File: src/rtl/mem_arb_pkg.sv
// Shared types for the I/D-cache memory-port arbiter: FSM states, requester IDs
// and the read-return tag carried through the tag pipe.
package mem_arb_pkg;

    typedef enum logic [1:0] {
        IDLE  = 2'd0,
        GNT_I = 2'd1,
        GNT_D = 2'd2,
        DRAIN = 2'd3
    } state_e;

    localparam logic REQ_I = 1'b0;
    localparam logic REQ_D = 1'b1;

    typedef struct packed {
        logic valid;
        logic owner;
    } tag_t;

    function automatic state_e grant_of(logic who);
        return (who == REQ_D) ? GNT_D : GNT_I;
    endfunction

endpackage

File: src/rtl/rd_tag_pipe.sv
// RD_LAT-deep shift register of read tags; the output lines up with the memory's
// read data for the rd_mem cycle that pushed the tag.
module rd_tag_pipe
    import mem_arb_pkg::*;
#(
    parameter int RD_LAT = 2
) (
    input  logic       clk,
    input  logic       rst,
    input  logic [1:0] tag_i,
    output logic [1:0] tag_o
);

    tag_t tag_q [RD_LAT];

    always_ff @(posedge clk) begin
        if (rst) begin
            for (int k = 0; k < RD_LAT; k++) begin
                tag_q[k] <= '0;
            end
        end else begin
            tag_q[0] <= tag_t'(tag_i);
            for (int k = 1; k < RD_LAT; k++) begin
                tag_q[k] <= tag_q[k-1];
            end
        end
    end

    assign tag_o = tag_q[RD_LAT-1];

endmodule

File: src/rtl/mem_arbiter.sv
// Two-requester (I-cache / D-cache) arbiter for the shared memory port, with read
// tagging and a drain window. Define ARB_RR_EN for round-robin ties; else D wins.
module mem_arbiter
    import mem_arb_pkg::*;
#(
    parameter int ADDR_W = 16,
    parameter int DATA_W = 16,
    parameter int RD_LAT = 2
) (
    input  logic              clk,
    input  logic              rst,
    input  logic              req_i,
    input  logic              req_d,
    input  logic              Rd_i,
    input  logic              Wr_i,
    input  logic              Rd_d,
    input  logic              Wr_d,
    input  logic [ADDR_W-1:0] Addr_i,
    input  logic [ADDR_W-1:0] Addr_d,
    input  logic [DATA_W-1:0] DataIn_i,
    input  logic [DATA_W-1:0] DataIn_d,
    output logic              gnt_i,
    output logic              gnt_d,
    output logic [ADDR_W-1:0] Addr_mem,
    output logic [DATA_W-1:0] DataIn_mem,
    output logic              rd_mem,
    output logic              wr_mem,
    input  logic [DATA_W-1:0] DataOut_mem,
    output logic [DATA_W-1:0] DataOut,
    output logic              rvalid_i,
    output logic              rvalid_d,
    output logic              busy,
    output logic              err
);

    localparam int CNT_W = (RD_LAT > 1) ? $clog2(RD_LAT) : 1;

    state_e           state_q, state_d;
    logic [CNT_W-1:0] cnt_q, cnt_d;
    logic             tie_pick;
    state_e           arb_state;

`ifdef ARB_RR_EN
    logic last_q, last_d;
    assign tie_pick = (last_q == REQ_I) ? REQ_D : REQ_I;
`else
    assign tie_pick = REQ_D;
`endif

    always_comb begin
        arb_state = IDLE;
        if (req_i && req_d) arb_state = grant_of(tie_pick);
        else if (req_d)     arb_state = GNT_D;
        else if (req_i)     arb_state = GNT_I;
    end

    // Owner-side view of the request/strobe inputs while a grant is held.
    logic              own_is_d, own_req, own_rd, own_wr, nogrant_err;
    logic [ADDR_W-1:0] own_addr;
    logic [DATA_W-1:0] own_data;

    assign own_is_d    = (state_q == GNT_D);
    assign own_req     = own_is_d ? req_d    : req_i;
    assign own_rd      = own_is_d ? Rd_d     : Rd_i;
    assign own_wr      = own_is_d ? Wr_d     : Wr_i;
    assign own_addr    = own_is_d ? Addr_d   : Addr_i;
    assign own_data    = own_is_d ? DataIn_d : DataIn_i;
    assign nogrant_err = ((Rd_i | Wr_i) & ~req_i) | ((Rd_d | Wr_d) & ~req_d);

    always_comb begin
        state_d    = state_q;
        cnt_d      = cnt_q;
        rd_mem     = 1'b0;
        wr_mem     = 1'b0;
        Addr_mem   = '0;
        DataIn_mem = '0;
        err        = 1'b0;
        case (state_q)
            IDLE: begin
                err     = nogrant_err;
                state_d = arb_state;
            end
            GNT_I, GNT_D: begin
                if (!own_req) begin
                    state_d = DRAIN;
                    cnt_d   = CNT_W'(RD_LAT - 1);
                end else if (own_rd && own_wr) begin
                    err = 1'b1;
                end else begin
                    rd_mem     = own_rd;
                    wr_mem     = own_wr;
                    Addr_mem   = own_addr;
                    DataIn_mem = own_data;
                end
            end
            DRAIN: begin
                err = nogrant_err;
                if (cnt_q == '0) state_d = arb_state;
                else             cnt_d   = cnt_q - CNT_W'(1);
            end
            default: state_d = IDLE;
        endcase
    end

`ifdef ARB_RR_EN
    always_comb begin
        last_d = last_q;
        if (state_d == GNT_D)      last_d = REQ_D;
        else if (state_d == GNT_I) last_d = REQ_I;
    end
`endif

    always_ff @(posedge clk) begin
        if (rst) begin
            state_q <= IDLE;
            cnt_q   <= '0;
`ifdef ARB_RR_EN
            last_q  <= REQ_I;
`endif
        end else begin
            state_q <= state_d;
            cnt_q   <= cnt_d;
`ifdef ARB_RR_EN
            last_q  <= last_d;
`endif
        end
    end

    tag_t tag_in, tag_out;
    assign tag_in.valid = rd_mem;
    assign tag_in.owner = own_is_d ? REQ_D : REQ_I;

    rd_tag_pipe #(.RD_LAT(RD_LAT)) u_tag_pipe (
        .clk   (clk),
        .rst   (rst),
        .tag_i (tag_in),
        .tag_o (tag_out)
    );

    assign rvalid_i = tag_out.valid && (tag_out.owner == REQ_I);
    assign rvalid_d = tag_out.valid && (tag_out.owner == REQ_D);
    assign gnt_i    = (state_q == GNT_I);
    assign gnt_d    = (state_q == GNT_D);
    assign busy     = (state_q != IDLE);
    assign DataOut  = DataOut_mem;

endmodule

File: config.mk
export PLATFORM = sky130hd
export DESIGN_NAME = mem_arbiter
export DESIGN_NICKNAME = d
export VERILOG_FILES = /design/src/rtl/mem_arb_pkg.sv /design/src/rtl/rd_tag_pipe.sv /design/src/rtl/mem_arbiter.sv
export SDC_FILE = /design/constraint.sdc
export NUM_CORES = 1
export LEC_CHECK = 0
export ABC_CLOCK_PERIOD_IN_PS = 2560
export BUFFER_PORTS_ARGS = -buffer_cell sky130_fd_sc_hd__buf_4
export CORE_UTILIZATION = 33
export CTS_CLUSTER_DIAMETER = 200
export DETAILED_ROUTE_END_ITERATION = 10
export PLACE_DENSITY = 0.87
export SLEW_MARGIN = 20
export SYNTH_ARGS = -nofsm -noshare
export SYNTH_HDL_FRONTEND = slang
export SYNTH_SLANG_ARGS = --single-unit
File: constraint.sdc
create_clock -name clk -period 2.56 [get_ports clk]
set_clock_uncertainty 0.2 [all_clocks]
set_input_delay 0.256 -clock clk [delete_from_list [all_inputs] [get_ports clk]]
set_output_delay 0.256 -clock clk [all_outputs]
set_load 0.1 [all_outputs]
==> impl_metrics.env, run 1 <==
export IMPL_tightest_slew_ns=0.445
export IMPL_dieHeight_um=57.3
export IMPL_min_period_ns=2.48
export IMPL_stdcell_count=265
export IMPL_grt_pass1_wl_um=5590
export IMPL_syn_to_final_growth_pct=125
export IMPL_final_layout_size_suffix_gt1_share_pct=69.2
export IMPL_powerDensity_nw_per_um2=1470
export IMPL_synth_cell_types=25
export IMPL_synthesis_nets=227
export IMPL_htree_levels=1
export IMPL_regToRegSetupSlack_ns=0.79
export IMPL_seq_area_frac_synth_pct=13.9
export IMPL_clkSinkCount=7
export IMPL_reg2regPathDepth=5
export IMPL_antenna_found_initial=0
export IMPL_core_um2=2830
export IMPL_place_ws_ns=0.182
export IMPL_setup_viol=0
export IMPL_maxSlewHeadroom_pct=70.4
export IMPL_start_kind="flip-flop"
export IMPL_tns_ns=0
export IMPL_vias=1324
export IMPL_wl_um=3860
export IMPL_via_per_inst=5.00
export IMPL_netlist_area_um2=1010
export IMPL_post_synth_cell_area_avg_um2=7.47
export IMPL_crit_end="Addr_mem[3]"
export IMPL_place_inst=256
export IMPL_crit_fanout=8
export IMPL_hold_path_class="input port to flip-flop"
export IMPL_cts_root_buf="clkbuf_4"
export IMPL_drtIter0Drc=28
export IMPL_synth_edf_count=0
export IMPL_ios=144
export IMPL_cts_hold_fix_buffers=0
export IMPL_final_nets=327
export IMPL_hold_viol=0
export IMPL_startpoint="state_q[1]"
export IMPL_end_kind="output port"
export IMPL_antenna_cells=0
export IMPL_maxSlewViolCount=0
export IMPL_drt_wirelength_per_cell_um=14.6
export IMPL_violations="design-rule violations"
export IMPL_p_leak_nw=1.03
export IMPL_min_period_over_period_pct=96.8
export IMPL_die_area_um2=3280
export IMPL_drt_pass1_iterations=7
export IMPL_initial_utilization_pct=35.6
export IMPL_drtAntennaViolNets=0
export IMPL_synth_main_ff_cell="dfxtp_1"
export IMPL_hpwl_um=2820
export IMPL_worstSkewPairLatency_ns=0.26
export IMPL_status="complete, but fails checks"
export IMPL_cp_data_required_time_ns=2.10
export IMPL_tritoncts="yes"
export IMPL_rows=19
export IMPL_worstSetupPathType="flip-flop to output port"
export IMPL_cts_buffers=3
export IMPL_dieWidth_um=57.3
export IMPL_vdd_ir_drop_max_v=0.000971
export IMPL_hold_ws_ns=0.0195
export IMPL_ys_ff_latch=7
export IMPL_async_flop_share_pct=0
export IMPL_worst_ep_arrival_time_ns=2.02
export IMPL_fmax_mhz=403
export IMPL_routabilityCongestion=0.799
export IMPL_grt_pass1_vias=1228
export IMPL_drc=4
export IMPL_yosys_warnings=0
export IMPL_numPortBuffers=111
export IMPL_rsz0062_at_grt="false"
export IMPL_max_cap_viol_count=0
export IMPL_cts_clk_slew_worst_paths_ns=0.06
export IMPL_timing_rr_start="state_q[0]"
export IMPL_grt_max_degree=28
export IMPL_layout_setup_ws_ns=0.0812
export IMPL_clock_path_buffers=2
export IMPL_gr_total_overflow=0
export IMPL_r2r_end="state_q[1]"
export IMPL_syn_inst=135
export IMPL_track_usage_pct=22.3
cell usage in the layout (no fill, tap or decap), drive strengths merged:
master  count
clkbuf      5
a21oi       1
nand2b      1
nor2b       4
inv         6
ha          4
nand2       3
mux2        1
a31oi       1
nor2       37
a221oi      2
buf       117
and2        2
nand3b      1
mux2i      32
dfxtp       7
or3b        1
a32oi       1
nor3        1
o22ai       1
o32a        1
nand4       1
o22a        1
a22o        1
nand3       2
synthesized netlist by cell type (2+ instances only):
cell / instances / share of area [%]
nor2b_1: 4 / 2.5
and2_1: 2 / 1.2
nor2_1: 37 / 14
a221oi_1: 2 / 1.7
nand2_1: 3 / 1.1
inv_1: 6 / 2.2
dfxtp_1: 7 / 14
buf_4: 17 / 13
buf_2: 6 / 3.0
ha_1: 4 / 5.0
mux2i_1: 32 / 32
nand3_1: 2 / 0.99
layer usage:
layer / up-vias / global-route usage [%] / part of all wire, %
li1: 641 / - / -
met1: 607 / 22.8 / 36
met2: 72 / 40.7 / 55
met3: 4 / 7.48 / 7.6
met4: 0 / 10.5 / 1.3
met5: - / 0 / 0
worst max-delay path, stage by stage (launching register included):
cell       delay [ns]
dfxtp_2          0.36
inv_1            0.09
ha_2             0.40
nand4_1          0.20
buf_4            0.22
clkbuf_16        0.18
nor2_4           0.10
buf_8            0.20
worst min path at each step:
stage | from | cells after the start | slack (ns) | endpoint
final | rst | 2 | 0.02 | u_tag_pipe.tag_q[0][3]
after global routing | rst | 2 | 0.009 | u_tag_pipe.tag_q[0][3]
after CTS | rst | 2 | 0.01 | cnt_q
after detailed placement | u_tag_pipe.tag_q[0][1] | 1 | 0.23 | u_tag_pipe.tag_q[0][3]
after global placement | u_tag_pipe.tag_q[0][1] | 1 | 0.22 | u_tag_pipe.tag_q[0][3]
after floorplan | rst | 1 | 0.13 | cnt_q
state kept, by name, summed over array words and instances, names as in the netlist:
name	count
cnt_q	1
state_q	2
u_tag_pipe.tag_q	4
layout make-up:
type,instances,area [um2]
repair buffers,118,1090
multi-input cells,99,950
fillers,190,558
flip-flops and latches,7,143
well taps,31,38.8
clock buffers,4,26.3
inverters,6,22.5
stage by stage:
step                      instance area, um2  power (mW)  utilization, %
final                                   2270        3.35            80.3
after global placement                  2010        2.92            71.0
after CTS                               2140        3.18            75.8
after global routing                    2270        3.47            80.3
after detailed placement                2010        2.93            71.0
after floorplan                         1270        2.57               -
cells by family after synthesis:
kind of cell,count (synthesis),share of synthesized area (%)
simple gates,53,23.0
fa+ha+maj,4,4.96
buf+inv,29,17.9
compound gates,9,7.07
flops,7,13.9
mux,33,33.3
power breakdown:
group          leakage [nW]  total, mW  internal, mW  switching, mW
Sequential           0.0579      0.170         0.143         0.0261
Combinational         0.960       3.07         0.918           2.16
Clock                0.0150      0.104        0.0597         0.0442
timing repair:
action	in CTS	in global routing
gates resized for setup	16	28
pin swaps	0	1
endpoints found under the setup margin	32	30
cloned	1	1
setup buffers	2	1
endpoints found under the hold margin	0	0
No activity file was read; power rests on OpenSTA's default activity.
==> inputs of run 2 (changes only) <==
--- a/config.mk
+++ b/config.mk
@@ -7,6 +7,7 @@
 export LEC_CHECK = 0
 export ABC_CLOCK_PERIOD_IN_PS = 2560
 export BUFFER_PORTS_ARGS = -buffer_cell sky130_fd_sc_hd__buf_4
+export CORE_MARGIN = 8
 export CORE_UTILIZATION = 33
 export CTS_CLUSTER_DIAMETER = 200
 export DETAILED_ROUTE_END_ITERATION = 10
==> impl_metrics.env, run 2 (synthesis gave the netlist of run 1 again) <==
export IMPL_status="finished, final reports clean"
export IMPL_track_usage_pct=15.4
export IMPL_start_kind="flip-flop"
export IMPL_antenna_found_initial=0
export IMPL_antenna_cells=0
export IMPL_dieHeight_um=71.3
export IMPL_dieWidth_um=71.3
export IMPL_drtIter0Drc=72
export IMPL_maxSlewViolCount=0
export IMPL_final_nets=324
export IMPL_hpwl_um=3700
export IMPL_final_layout_size_suffix_gt1_share_pct=68.0
export IMPL_initial_utilization_pct=33.9
export IMPL_min_period_over_period_pct=96.4
export IMPL_min_period_ns=2.47
export IMPL_max_cap_viol_count=0
export IMPL_final_common_cell="buf_4"
export IMPL_reg_top3="u_tag_pipe.tag_q (4), state_q (2), cnt_q (1)"
export IMPL_gr_total_overflow=0
export IMPL_tightest_slew_ns=0.307
export IMPL_tritoncts="yes"
export IMPL_powerDensity_nw_per_um2=1490
export IMPL_crit_chain="inv_1 -> ha_4 -> mux2_4 -> nand4_1 -> buf_12 -> nor2_4 -> buf_4"
export IMPL_worstSetupPathType="flip-flop to output port"
export IMPL_cts_root_buf="clkbuf_4"
export IMPL_via_per_inst=4.80
export IMPL_clkSinkCount=7
export IMPL_drt_wirelength_per_cell_um=16.0
export IMPL_cts_clk_slew_worst_paths_ns=0.06
export IMPL_drc=0
export IMPL_die_area_um2=5080
export IMPL_core_um2=2980
export IMPL_clock_path_buffers=2
export IMPL_cp_data_required_time_ns=2.10
export IMPL_layout_common_cells="buf_4 (111), mux2i_1 (32), nor2_4 (31), dfxtp_1 (7), inv_1 (6)"
export IMPL_slowest_stage="dfxtp_1"
export IMPL_cts_hold_fix_buffers=0
export IMPL_hold_viol=0
export IMPL_worst_ep_arrival_time_ns=2.01
export IMPL_hold_ws_ns=0.00741
export IMPL_numPortBuffers=111
export IMPL_end_kind="output port"
export IMPL_vias=1268
export IMPL_crit_fanout=25
export IMPL_htree_levels=1
export IMPL_drt_pass1_iterations=4
export IMPL_max_stage_delay_ns=0.36
export IMPL_ios=144
export IMPL_hold_path_class="input port to flip-flop"
export IMPL_wl_met1_um=1320
export IMPL_tns_ns=0
export IMPL_grt_pass1_wl_um=6340
export IMPL_largest_register="u_tag_pipe.tag_q"
export IMPL_largest_register_ffs=4
export IMPL_met2WireLength_um=2280
export IMPL_grt_max_degree=26
export IMPL_syn_to_final_growth_pct=105
export IMPL_p_leak_nw=0.968
export IMPL_fmax_mhz=405
export IMPL_setup_viol=0
export IMPL_rsz0062_at_grt="false"
export IMPL_met3_length_um=576
export IMPL_drtAntennaViolNets=0
export IMPL_routed_top_layer="met4"
export IMPL_routabilityCongestion=0.839
export IMPL_cts_buffers=3
export IMPL_grt_pass1_vias=1391
export IMPL_worstSkewPairLatency_ns=0.26
export IMPL_rows=20
export IMPL_vdd_ir_drop_max_v=0.000880
export IMPL_wl_um=4220
export IMPL_maxSlewHeadroom_pct=79.0
## run 2: worst paths after layout
kind	from	end	slack (ns)	depth (start not counted)
min	rst	u_tag_pipe.tag_q[0][2]	0.007	2
max reg2reg	state_q[0]	state_q[0]	0.74	5
min reg2reg	u_tag_pipe.tag_q[0][0]	u_tag_pipe.tag_q[0][2]	0.24	1
max	state_q[0]	DataIn_mem[6]	0.09	7
## run 2: final cells by class
cell class              instances  area [um2]
inverters                       6        22.5
well taps                      33        41.3
repair buffers                115         887
clock buffers                   3        22.5
clock inverters                 1        5.00
multi-input cells              99         950
fillers                       240         910
flip-flops and latches          7         140
## run 2: what timing repair did
item	in CTS	in global routing
gates resized for setup	0	4
setup endpoints to repair	0	28
buffers inserted	0	0
## run 2: where the power goes
part	leakage (nW)	internal, mW	switching [mW]
logic	0.893	0.706	2.10
clock network	0.0177	0.0574	0.0468
registers	0.0574	0.140	0.0244
## run 2: worst max-delay path, delay by kind of cell (launching register included)
kind / cells / cell delay (ns)
flip-flops: 1 / 0.36
adder cells (fa/ha/maj): 1 / 0.20
AND/OR/NAND/NOR: 2 / 0.21
multiplexers: 1 / 0.33
buffers and inverters: 3 / 0.65
## run 2: metal layers
metal / GRT usage (%) / vias to the layer above
li1: - / 634
met1: 11.9 / 562
met2: 30.2 / 66
met3: 9.48 / 6
met4: 4.85 / 0
met5: 0 / -
## run 2: stage by stage
stage | utilization, % | cell area [um2] | setup slack [ns] | power, mW | cells
6_report | 69.5 | 2070 | 0.0917 | 3.08 | 264
5_1_grt | 69.5 | 2070 | 0.0170 | 3.20 | 264
4_1_cts | 69.0 | 2050 | 0.0285 | 3.09 | 264
3_5_place_dp | 68.1 | 2030 | 0.327 | 2.98 | 260
3_3_place_gp | 68.1 | 2030 | 0.380 | 2.95 | 260
2_1_floorplan | - | 1270 | 0.0306 | 2.57 | 135
